**src/rtl/multi_core_miner_ctrl_if.sv**
```systemverilog
// Bundle of host-side and SHA-core-side signals for the multi-core miner controller.
// The master side drives the search request and core results; the slave side is the controller.
interface multi_core_miner_ctrl_if #(
    parameter int NUM_CORES = 4,
    parameter int NONCE_W   = 32,
    parameter int HASH_W    = 256
);
    logic                           start;
    logic                           abort;
    logic [NONCE_W-1:0]             nonce_base;
    logic [HASH_W-1:0]              target;
    logic [NUM_CORES-1:0]           core_begin;
    logic [NUM_CORES*NONCE_W-1:0]   core_nonce;
    logic [NUM_CORES-1:0]           core_done;
    logic [NUM_CORES*HASH_W-1:0]    core_hash;
    logic                           busy;
    logic                           complete;
    logic                           found;
    logic [NONCE_W-1:0]             found_nonce;
    logic [31:0]                    hash_count;

    modport master (
        output start, abort, nonce_base, target, core_done, core_hash,
        input  core_begin, core_nonce, busy, complete, found, found_nonce, hash_count
    );

    modport slave (
        input  start, abort, nonce_base, target, core_done, core_hash,
        output core_begin, core_nonce, busy, complete, found, found_nonce, hash_count
    );
endinterface

```
**src/rtl/multi_core_miner_ctrl.sv**
```systemverilog
// Nonce-search controller: hands interleaved nonces to NUM_CORES SHA cores, relaunches
// each core on a miss, and stops on the first hash at or below the target.
module multi_core_miner_ctrl #(
    parameter int NUM_CORES = 4,
    parameter int NONCE_W   = 32,
    parameter int HASH_W    = 256
) (
    input logic                      clk,
    input logic                      rst,
    multi_core_miner_ctrl_if.slave   bus
);

    typedef enum logic [1:0] {IDLE, LAUNCH, RUN, DONE} state_t;

    state_t               state_q, state_d;
    logic [NONCE_W-1:0]   nonce_q [NUM_CORES];
    logic [NONCE_W-1:0]   nonce_d [NUM_CORES];
    logic [NUM_CORES-1:0] retired_q, retired_d;
    logic [NUM_CORES-1:0] relaunch_q, relaunch_d;
    logic [HASH_W-1:0]    target_q, target_d;
    logic                 found_q, found_d;
    logic [NONCE_W-1:0]   found_nonce_q, found_nonce_d;
    logic [31:0]          hash_count_q, hash_count_d;

    logic                 start_ok;
    logic [NUM_CORES-1:0] accepted;
    logic [NUM_CORES-1:0] valid_vec;
    logic                 win_any;
    logic [NONCE_W-1:0]   win_nonce;
    logic [NONCE_W:0]     step_sum   [NUM_CORES];
    logic [NONCE_W:0]     launch_sum [NUM_CORES];

    function automatic logic [31:0] popcount(input logic [NUM_CORES-1:0] v);
        logic [31:0] cnt;
        cnt = '0;
        for (int k = 0; k < NUM_CORES; k++) cnt = cnt + 32'(v[k]);
        return cnt;
    endfunction

    function automatic logic [31:0] sat_add(input logic [31:0] a, input logic [31:0] b);
        logic [32:0] s;
        s = {1'b0, a} + {1'b0, b};
        return s[32] ? 32'hFFFF_FFFF : s[31:0];
    endfunction

    // Done pulses only count in RUN, for live cores, and never alongside abort.
    always_comb begin
        start_ok  = ((state_q == IDLE) || (state_q == DONE)) && bus.start && !bus.abort;
        accepted  = ((state_q == RUN) && !bus.abort) ? (bus.core_done & ~retired_q) : '0;
        valid_vec = '0;
        win_any   = 1'b0;
        win_nonce = '0;
        for (int i = 0; i < NUM_CORES; i++) begin
            step_sum[i]   = {1'b0, nonce_q[i]} + (NONCE_W+1)'(NUM_CORES);
            launch_sum[i] = {1'b0, bus.nonce_base} + (NONCE_W+1)'(i);
            valid_vec[i]  = accepted[i] && (bus.core_hash[i*HASH_W +: HASH_W] <= target_q);
        end
        for (int i = NUM_CORES - 1; i >= 0; i--) begin
            if (valid_vec[i]) begin
                win_any   = 1'b1;
                win_nonce = nonce_q[i];
            end
        end
    end

    always_comb begin
        nonce_d       = nonce_q;
        retired_d     = retired_q;
        relaunch_d    = '0;
        target_d      = target_q;
        found_d       = found_q;
        found_nonce_d = found_nonce_q;
        hash_count_d  = hash_count_q;
        if (start_ok) begin
            target_d      = bus.target;
            found_d       = 1'b0;
            found_nonce_d = '0;
            hash_count_d  = '0;
            for (int i = 0; i < NUM_CORES; i++) begin
                nonce_d[i]   = launch_sum[i][NONCE_W-1:0];
                retired_d[i] = launch_sum[i][NONCE_W];
            end
        end else if (bus.abort) begin
            found_d = 1'b0;
        end else if (state_q == RUN) begin
            hash_count_d = sat_add(hash_count_q, popcount(accepted));
            if (win_any) begin
                found_d       = 1'b1;
                found_nonce_d = win_nonce;
            end else begin
                for (int i = 0; i < NUM_CORES; i++) begin
                    if (accepted[i]) begin
                        if (step_sum[i][NONCE_W]) begin
                            retired_d[i] = 1'b1;
                        end else begin
                            nonce_d[i]    = step_sum[i][NONCE_W-1:0];
                            relaunch_d[i] = 1'b1;
                        end
                    end
                end
            end
        end
    end

    always_comb begin
        state_d = state_q;
        if (bus.abort) begin
            state_d = IDLE;
        end else begin
            case (state_q)
                IDLE, DONE: if (bus.start) state_d = LAUNCH;
                LAUNCH:     state_d = RUN;
                RUN:        if (win_any || (&retired_d)) state_d = DONE;
                default:    state_d = IDLE;
            endcase
        end
    end

    always_ff @(posedge clk) begin
        if (rst) state_q <= IDLE;
        else     state_q <= state_d;
    end

    always_ff @(posedge clk) begin
        if (rst) begin
            for (int i = 0; i < NUM_CORES; i++) nonce_q[i] <= '0;
            retired_q     <= '0;
            relaunch_q    <= '0;
            target_q      <= '0;
            found_q       <= 1'b0;
            found_nonce_q <= '0;
            hash_count_q  <= '0;
        end else begin
            nonce_q       <= nonce_d;
            retired_q     <= retired_d;
            relaunch_q    <= relaunch_d;
            target_q      <= target_d;
            found_q       <= found_d;
            found_nonce_q <= found_nonce_d;
            hash_count_q  <= hash_count_d;
        end
    end

    // Relaunch pulses are only honoured while still in RUN, so entering DONE emits none.
    always_comb begin
        bus.core_begin  = '0;
        bus.core_nonce  = '0;
        bus.busy        = (state_q == LAUNCH) || (state_q == RUN);
        bus.complete    = (state_q == DONE);
        bus.found       = found_q;
        bus.found_nonce = found_nonce_q;
        bus.hash_count  = hash_count_q;
        if (!bus.abort) begin
            if (state_q == LAUNCH)   bus.core_begin = ~retired_q;
            else if (state_q == RUN) bus.core_begin = relaunch_q;
        end
        for (int i = 0; i < NUM_CORES; i++) bus.core_nonce[i*NONCE_W +: NONCE_W] = nonce_q[i];
    end

endmodule

```
**src/flat_wrapper.sv**
```systemverilog
// flat-port wrapper written by rule: the top's interface ports become plain ports
module multi_core_miner_ctrl_flat 
#(
    parameter int NUM_CORES = 4,
    parameter int NONCE_W   = 32,
    parameter int HASH_W    = 256
)
  (clk, rst, bus_start, bus_abort, bus_nonce_base, bus_target, bus_core_done, bus_core_hash, bus_core_begin, bus_core_nonce, bus_busy, bus_complete, bus_found, bus_found_nonce, bus_hash_count);
  multi_core_miner_ctrl_if #(.NUM_CORES(NUM_CORES), .NONCE_W(NONCE_W), .HASH_W(HASH_W)) bus_i ();
  input logic clk;
  input logic rst;
  input wire logic [$bits(bus_i.start)-1:0] bus_start;
  input wire logic [$bits(bus_i.abort)-1:0] bus_abort;
  input wire logic [$bits(bus_i.nonce_base)-1:0] bus_nonce_base;
  input wire logic [$bits(bus_i.target)-1:0] bus_target;
  input wire logic [$bits(bus_i.core_done)-1:0] bus_core_done;
  input wire logic [$bits(bus_i.core_hash)-1:0] bus_core_hash;
  output wire logic [$bits(bus_i.core_begin)-1:0] bus_core_begin;
  output wire logic [$bits(bus_i.core_nonce)-1:0] bus_core_nonce;
  output wire logic [$bits(bus_i.busy)-1:0] bus_busy;
  output wire logic [$bits(bus_i.complete)-1:0] bus_complete;
  output wire logic [$bits(bus_i.found)-1:0] bus_found;
  output wire logic [$bits(bus_i.found_nonce)-1:0] bus_found_nonce;
  output wire logic [$bits(bus_i.hash_count)-1:0] bus_hash_count;
  assign bus_i.start = bus_start;
  assign bus_i.abort = bus_abort;
  assign bus_i.nonce_base = bus_nonce_base;
  assign bus_i.target = bus_target;
  assign bus_i.core_done = bus_core_done;
  assign bus_i.core_hash = bus_core_hash;
  assign bus_core_begin = bus_i.core_begin;
  assign bus_core_nonce = bus_i.core_nonce;
  assign bus_busy = bus_i.busy;
  assign bus_complete = bus_i.complete;
  assign bus_found = bus_i.found;
  assign bus_found_nonce = bus_i.found_nonce;
  assign bus_hash_count = bus_i.hash_count;
  multi_core_miner_ctrl #(.NUM_CORES(NUM_CORES), .NONCE_W(NONCE_W), .HASH_W(HASH_W)) u_core (.clk(clk), .rst(rst), .bus(bus_i));
endmodule
```
**config.mk**
```make
export PLATFORM = sky130hd
export DESIGN_NAME = multi_core_miner_ctrl_flat
export DESIGN_NICKNAME = d
export VERILOG_FILES = /design/src/rtl/multi_core_miner_ctrl_if.sv /design/src/rtl/multi_core_miner_ctrl.sv /design/src/flat_wrapper.sv
export SDC_FILE = /design/constraint.sdc
export NUM_CORES = 2
export LEC_CHECK = 0
export BUFFER_PORTS_ARGS = -buffer_cell sky130_fd_sc_hd__buf_4
export CORE_AREA = 3 3 590 592
export CTS_CLUSTER_DIAMETER = 100
export DETAILED_ROUTE_END_ITERATION = 8
export DIE_AREA = 0 0 593 595
export SLEW_MARGIN = 20
export SYNTH_ARGS = -nofsm -noshare
export SYNTH_HDL_FRONTEND = slang
export SYNTH_SLANG_ARGS = --single-unit
export TNS_END_PERCENT = 10
```
**constraint.sdc**
```tcl
create_clock -name clk -period 5.95 [get_ports clk]
set_input_delay 1.785 -clock clk [delete_from_list [all_inputs] [get_ports clk]]
set_output_delay 1.785 -clock clk [all_outputs]
set_load 0.01 [all_outputs]
```
==> Yosys cells after proc, flatten, opt, wreduce, memory -nomap -nowiden <==
Index checks and enable logic that the tools add are counted.
{ "totals": {"ff_bits": 459, "inputBits": 1320, "output_inout_bits": 199, "word_cells": 126} }
{ "classes": {"add_sub_neg": 11, "order_cmp": 4, "n_eq_ne": 11, "muxes": 44, "n_bitwise": 8, "reduce_logical": 34} }
{ "ops": {"columns": ["op", "n"], "rows": [
  ["$le A256 B256 Y1", 4],
  ["$mux W128", 4],
  ["$mux W32", 13],
  ["$add A32 B3 Y33 const B", 4],
  ["$add A32 B2 Y33 const B", 2],
  ["$add A32 B1 Y32", 2],
  ["$add A32 B1 Y33 const B", 1],
  ["$add A32 B32 Y33", 1],
  ["$mux W4", 8],
  ["$reduce_or A6 Y1", 4],
  ["$reduce_and A5 Y1", 4],
  ["$mux W1", 16],
  ["$ne A2 B1 Y1 const B", 7],
  ["$reduce_bool A2 Y1", 5],
  ["$logic_and A1 B1 Y1", 7],
  ["$not A1 Y1", 6],
  ["$pmux W2 S3", 1],
  ["$reduce_and A2 Y1", 3],
  ["$reduce_or A2 Y1", 3],
  ["$and A4 B4 Y4", 1],
  ["$eq A2 B2 Y1 const B", 2],
  ["$mux W2", 2],
  ["$not A4 Y4", 1],
  ["$reduce_and A4 Y1", 1],
  ["8 further kinds", 10]
]} }

==> Depth between registers and ports, before layout <==
{ "depth": {"depth_word": 16, "depth_mapped": 20, "mapped_depth_nobuf": 20} }

==> Worst setup path before layout <==
No wires, ideal clock.
{ "synth_path": {"path_kind": "input port to flip-flop", "startpoint": "input port bus_core_hash[478]", "endpoint": "register u_core.nonce_q, in the netlist u_core.bus.core_nonce[38]", "setup_time_ns": 0.132, "arrival_time_ns": 5.156, "t_required_ns": 5.818, "setup_slack_ns": 0.662, "cell_stages": 17, "path_buffers": 3, "path_cell_list": "ha_1 > nand4_1 > or4_1 > or4_1 > nor3_2 > nand3_1 > or3_1 > o21ai_1 > o31ai_1 > and4_1 > buf_4 > buf_6 > nand2_1 > buf_4 > nor2_1 > a311oi_1 > nor3_1"} }
{ "synth_between": {"elab_chain_cells": 6} }
{ "synth_lines": {"columns": ["item", "line", "source"], "rows": [
  ["start, declared", "flat_wrapper.sv:17", "input wire logic [$bits(bus_i.core_hash)-1:0] bus_core_hash;"],
  ["$le A256 B256 Y1", "multi_core_miner_ctrl.sv:56", "valid_vec[i] = accepted[i] && (bus.core_hash[i*HASH_W +: HASH_W] <= target_q);"],
  ["$logic_and A1 B1 Y1", "multi_core_miner_ctrl.sv:56", null],
  ["$mux W1 (2 in series)", "multi_core_miner_ctrl.sv:59", "if (valid_vec[i]) begin"],
  ["$ne A2 B1 Y1 (no line)", null, null],
  ["$reduce_and A5 Y1 (no line)", null, null],
  ["end signal, assigned", "multi_core_miner_ctrl.sv:134", "nonce_q <= nonce_d;"],
  ["end, declared", "multi_core_miner_ctrl.sv:16", "logic [NONCE_W-1:0] nonce_q [NUM_CORES];"]
]} }
No other way between the ends.
A chain may end at the register's enable or synchronous reset.

==> Final worst setup path <==
{ "layout_path": {"startpoint": "input port bus_core_hash[851]", "endpoint": "register u_core.nonce_q, in the netlist u_core.bus.core_nonce[42]"} }
{ "layout_between": {"elab_chain_cells": 8} }
{ "layout_lines": {"columns": ["item", "line"], "rows": [
  ["$le A256 B256 Y1", "multi_core_miner_ctrl.sv:56"],
  ["$logic_and A1 B1 Y1", "multi_core_miner_ctrl.sv:56"],
  ["$mux W1 (4 in series)", "multi_core_miner_ctrl.sv:59"],
  ["$ne A2 B1 Y1 (no line)", null],
  ["$reduce_and A5 Y1 (no line)", null]
]} }
No other way between the ends.

==> metrics.md <==
| Metric | Value |
|---|---|
| Status | `completed` |
| CP Cell Sequence | `buf_4 > ha_1 > nand4_1 > buf_12 > nor4_1 > buf_4 > nand3_1 > nor4_2 > buf_4 > and3_1 > buf_12 > nand4_1 > o21ai_0 > buf_4 > o31ai_2 > and4_1 > buf_12 > buf_4 > nand2_1 > buf_4 > nor2_1 > a311oi_1 > nor4_1` |
| CTS tree | `built` |
| Sequential-to-total area share from yosys stat | `20.89%` |
| Async set-or-reset flop fraction in the synthesized netlist | `0%` |
| Post-synth EDFFs | `0` |
| Internal reg-to-reg setup slack | `0.55 ns` |
| Main flop type after synthesis | `dfxtp_1` |
| Relative slew slack | `28.93%` |
| Tot GR Track Use | `19.72%` |
| Top post-synthesis cells by area | `ha_1 (30%), dfxtp_1 (21%), a21oi_1 (8.0%)` |
| Nets | `9687` |
| Crit path max fanout | `11` |
| Clk buf depth | `4` |
| Final hold slack | `0.4517 ns` |
| P_sw | `4.257 mW` |
| Max Freq | `173.0 MHz` |
| Synth unique cells | `77` |
| Core area | `0.3430 mm2` |
| Synth warnings | `0` |
| Slew @ Worst Pin | `1.056 ns` |
| Max H-tree Level | `3` |
| IO buf count | `1518` |
| Crit-path most repeated cell | `buf_4` |
| Switching portion of total power | `35.48%` |
| Inserted Clock Buffers | `73` |
| Crit end category | `flip-flop` |
| Core Rows | `215` |
| Number of global-route vias before repair | `49560` |
| Final number of setup-violating endpoints | `0` |
| Post-place setup slack | `-1.163 ns` |
| Max incr delay on CP | `0.58 ns` |
| Most frequent cells in the layout | `buf_4 (1805), ha_1 (1041), nand2_1 (928), a21oi_1 (702), dfxtp_1 (459)` |
| Post-CTS Hold Fix Bufs | `0` |
| Vias/cell | `4.368` |
| Via count | `52352` |
| Seq pwr share | `28.9%` |
| Slowest CP cell | `nor4_1` |
| Critical path data required time | `6.59 ns` |
| Fin crit period | `5.782 ns` |
| LEAKAGE | `27.60 nW` |
| Final worst setup slack | `0.1685 ns` |
| Clk pwr share | `39.1%` |
| Mapped Cells | `5608` |
| Worst skew pair latency | `0.80 ns` |
| Post-synth top area cell | `ha_1` |
| Post-Synthesis Mean Instance Area | `7.845 um2` |
| Initial antenna violation count | `229` |
| Area Overhead vs Synth | `50.14%` |
| Global route total overflow | `0` |
| Worst Setup SP | `bus_core_hash[851]` |
| Wirelength per Cell | `30.57 um` |
| First-pass GRT wire length | `463300 um` |
| R2R cell count | `21` |
| Drt total wl | `366400 um` |
| Syn_nets | `7971` |
| Commonest non-fill, non-tap cell in the layout | `buf_4` |
| Clock sinks | `459` |
| Startpoint types | `input port` |
| First DRT Iteration DRCs | `4813` |
| Final Skew | `0.1033 ns` |
| 1st-pass router iterations | `5` |
| Initial core utilization | `12.83%` |
| Post-Syn Area | `0.04399 mm2` |
| Yosys top cell area share | `29.61%` |
| Die Footprint | `0.3528 mm2` |
| Internal power | `7.741 mW` |
| Antenna Nets Post-Route | `0` |
| Peak VDD IR | `0.2361 mV` |
| Setup CP Type | `input port to flip-flop` |
| End point of the critical path | `u_core.bus.core_nonce[42]$_SDFFE_PP0P_` |
| Power Density | `181.6 mW/mm2` |
| RR Endpoint | `u_core.bus.core_nonce[30]$_SDFFE_PP0P_` |
| RSZ-0062 raised after global routing | `false` |
| Root Driver | `clkbuf_16` |
| Max Cap Viol | `0` |
| Largest net degree at the start of global routing | `120` |
| Die H | `595 um` |
| I/O pin count | `1519` |
| Slew Limit Fails | `0` |
| Final hold viol count | `0` |
| # DRC | `0` |
| Fin crit share | `97.17%` |
| Combinational share of power | `32.0%` |
| Worst r2r src | `u_core.target_q[67]$_SDFFE_PP0P_` |
| Yosys reg bits | `459` |
| HP Class | `flip-flop to flip-flop` |
| Worst-path clk slew | `0.06 ns` |
| Dpl hpwl | `322900 um` |
| Die width | `593 um` |
| Post-CTS setup buffers | `0` |
| Hold Crit Start | `u_core.target_q[16]$_SDFFE_PP0P_` |
| GP Congestion | `0.9845` |
| Worst Path Arrival | `6.42 ns` |
| Layout cells sized above 1 | `27.61%` |
[power groups by stage]
stage	Sequential, mW	Combinational [mW]	Clock, mW
2_1_floorplan	3.44	1.69	0
3_3_place_gp	3.52	3.77	0
3_5_place_dp	3.52	3.81	0
4_1_cts	3.46	3.83	4.85
5_1_grt	3.47	4.19	4.94
6_report	3.46	3.84	4.69
[cell families after synthesis]
group / Yosys count / share of synthesized area (%)
buffers and inverters: 517 / 4.525
AOI/OAI and AO/OA: 1363 / 18.62
and+or+nand+nor: 1972 / 21.11
DFF: 459 / 20.89
muxes: 38 / 0.8674
adders and majority gates: 1043 / 29.70
xor gates and xnor gates: 216 / 4.300
[stage by stage]
stage / std cells / area (um2) / total power, mW / setup TNS (ns) / utilization (%)
after floorplan: 5608 / 43990 / 5.131 / 0 / -
after global placement: 11805 / 63320 / 7.293 / -159.91 / 18.46
after detailed placement: 11806 / 63350 / 7.331 / -117.89 / 18.47
after CTS: 11931 / 65890 / 12.14 / 0 / 19.21
after global routing: 11952 / 65970 / 12.60 / 0 / 19.23
final: 11986 / 66050 / 12.00 / 0 / 19.26
[final cells by class]
type | instances | area (um2)
Clock inverter | 33 | 465.4
Multi-Input combinational cell | 4632 | 33020
Tap cell | 4557 | 5702
Inverter | 314 | 1179
Antenna cell | 55 | 137.6
Timing Repair Buffer | 1844 | 14310
Sequential cell | 459 | 9189
Fill cell | 38739 | 276900
Clock buffer | 92 | 2049
[sequential cells by signal, summed over array words and instances, names as in the netlist]
| name | flops |
|---|---|
| u_core.retired_q | 4 |
| u_core.relaunch_q | 4 |
| u_core.bus.found | 1 |
| u_core.bus.found_nonce | 32 |
| u_core.state_q | 2 |
| u_core.target_q | 256 |
| u_core.bus.core_nonce | 128 |
| u_core.bus.hash_count | 32 |
[worst min-delay path by stage]
stage | endpoint | depth (start not counted)
final | u_core.target_q[16]$_SDFFE_PP0P_ | 2
after global routing | u_core.target_q[184]$_SDFFE_PP0P_ | 2
after detailed placement | u_core.target_q[137]$_SDFFE_PP0P_ | 2
after CTS | u_core.target_q[185]$_SDFFE_PP0P_ | 2
after global placement | u_core.bus.found$_SDFFE_PP0P_ | 2
after floorplan | u_core.target_q[100]$_SDFFE_PP0P_ | 2
[worst max-delay path, delay by kind of cell]
kind | cells | cell delay (ns)
AND/OR/NAND/NOR | 10 | 2.11
buffers and inverters | 9 | 1.61
AO/OA/AOI/OAI | 3 | 0.55
adder cells (fa/ha/maj) | 1 | 0.30
[routing by layer]
layer	up-vias	wire (um)	GRT usage, %
met5	-	1108	0
met4	172	14070	6.716
li1	23972	-	-
met2	2779	167300	32.34
met1	24723	143600	23.33
met3	706	40340	7.550
[synthesized netlist by cell type (all sizes together) (23+ instances only)]
| master | count |
|---|---|
| ha | 1041 |
| nand2 | 929 |
| a21oi | 703 |
| dfxtp | 459 |
| inv | 314 |
| nor2 | 295 |
| nand4 | 242 |
| o21ai | 182 |
| clkbuf | 180 |
| nand3 | 158 |
| xnor2 | 133 |
| a211oi | 125 |
| a21o | 99 |
| nor3 | 90 |
| xor2 | 83 |
| nor4 | 76 |
| and3 | 45 |
| a221oi | 42 |
| o21a | 39 |
| mux2i | 37 |
| a22oi | 34 |
| and4 | 34 |
| buf | 23 |
| nor2b | 23 |
[repair_timing]
action / CTS / global route
pin swaps: 0 / 0
resized for setup: 4 / 5
setup endpoints to repair: 38 / 37
Power figures use the tool's default switching activity.
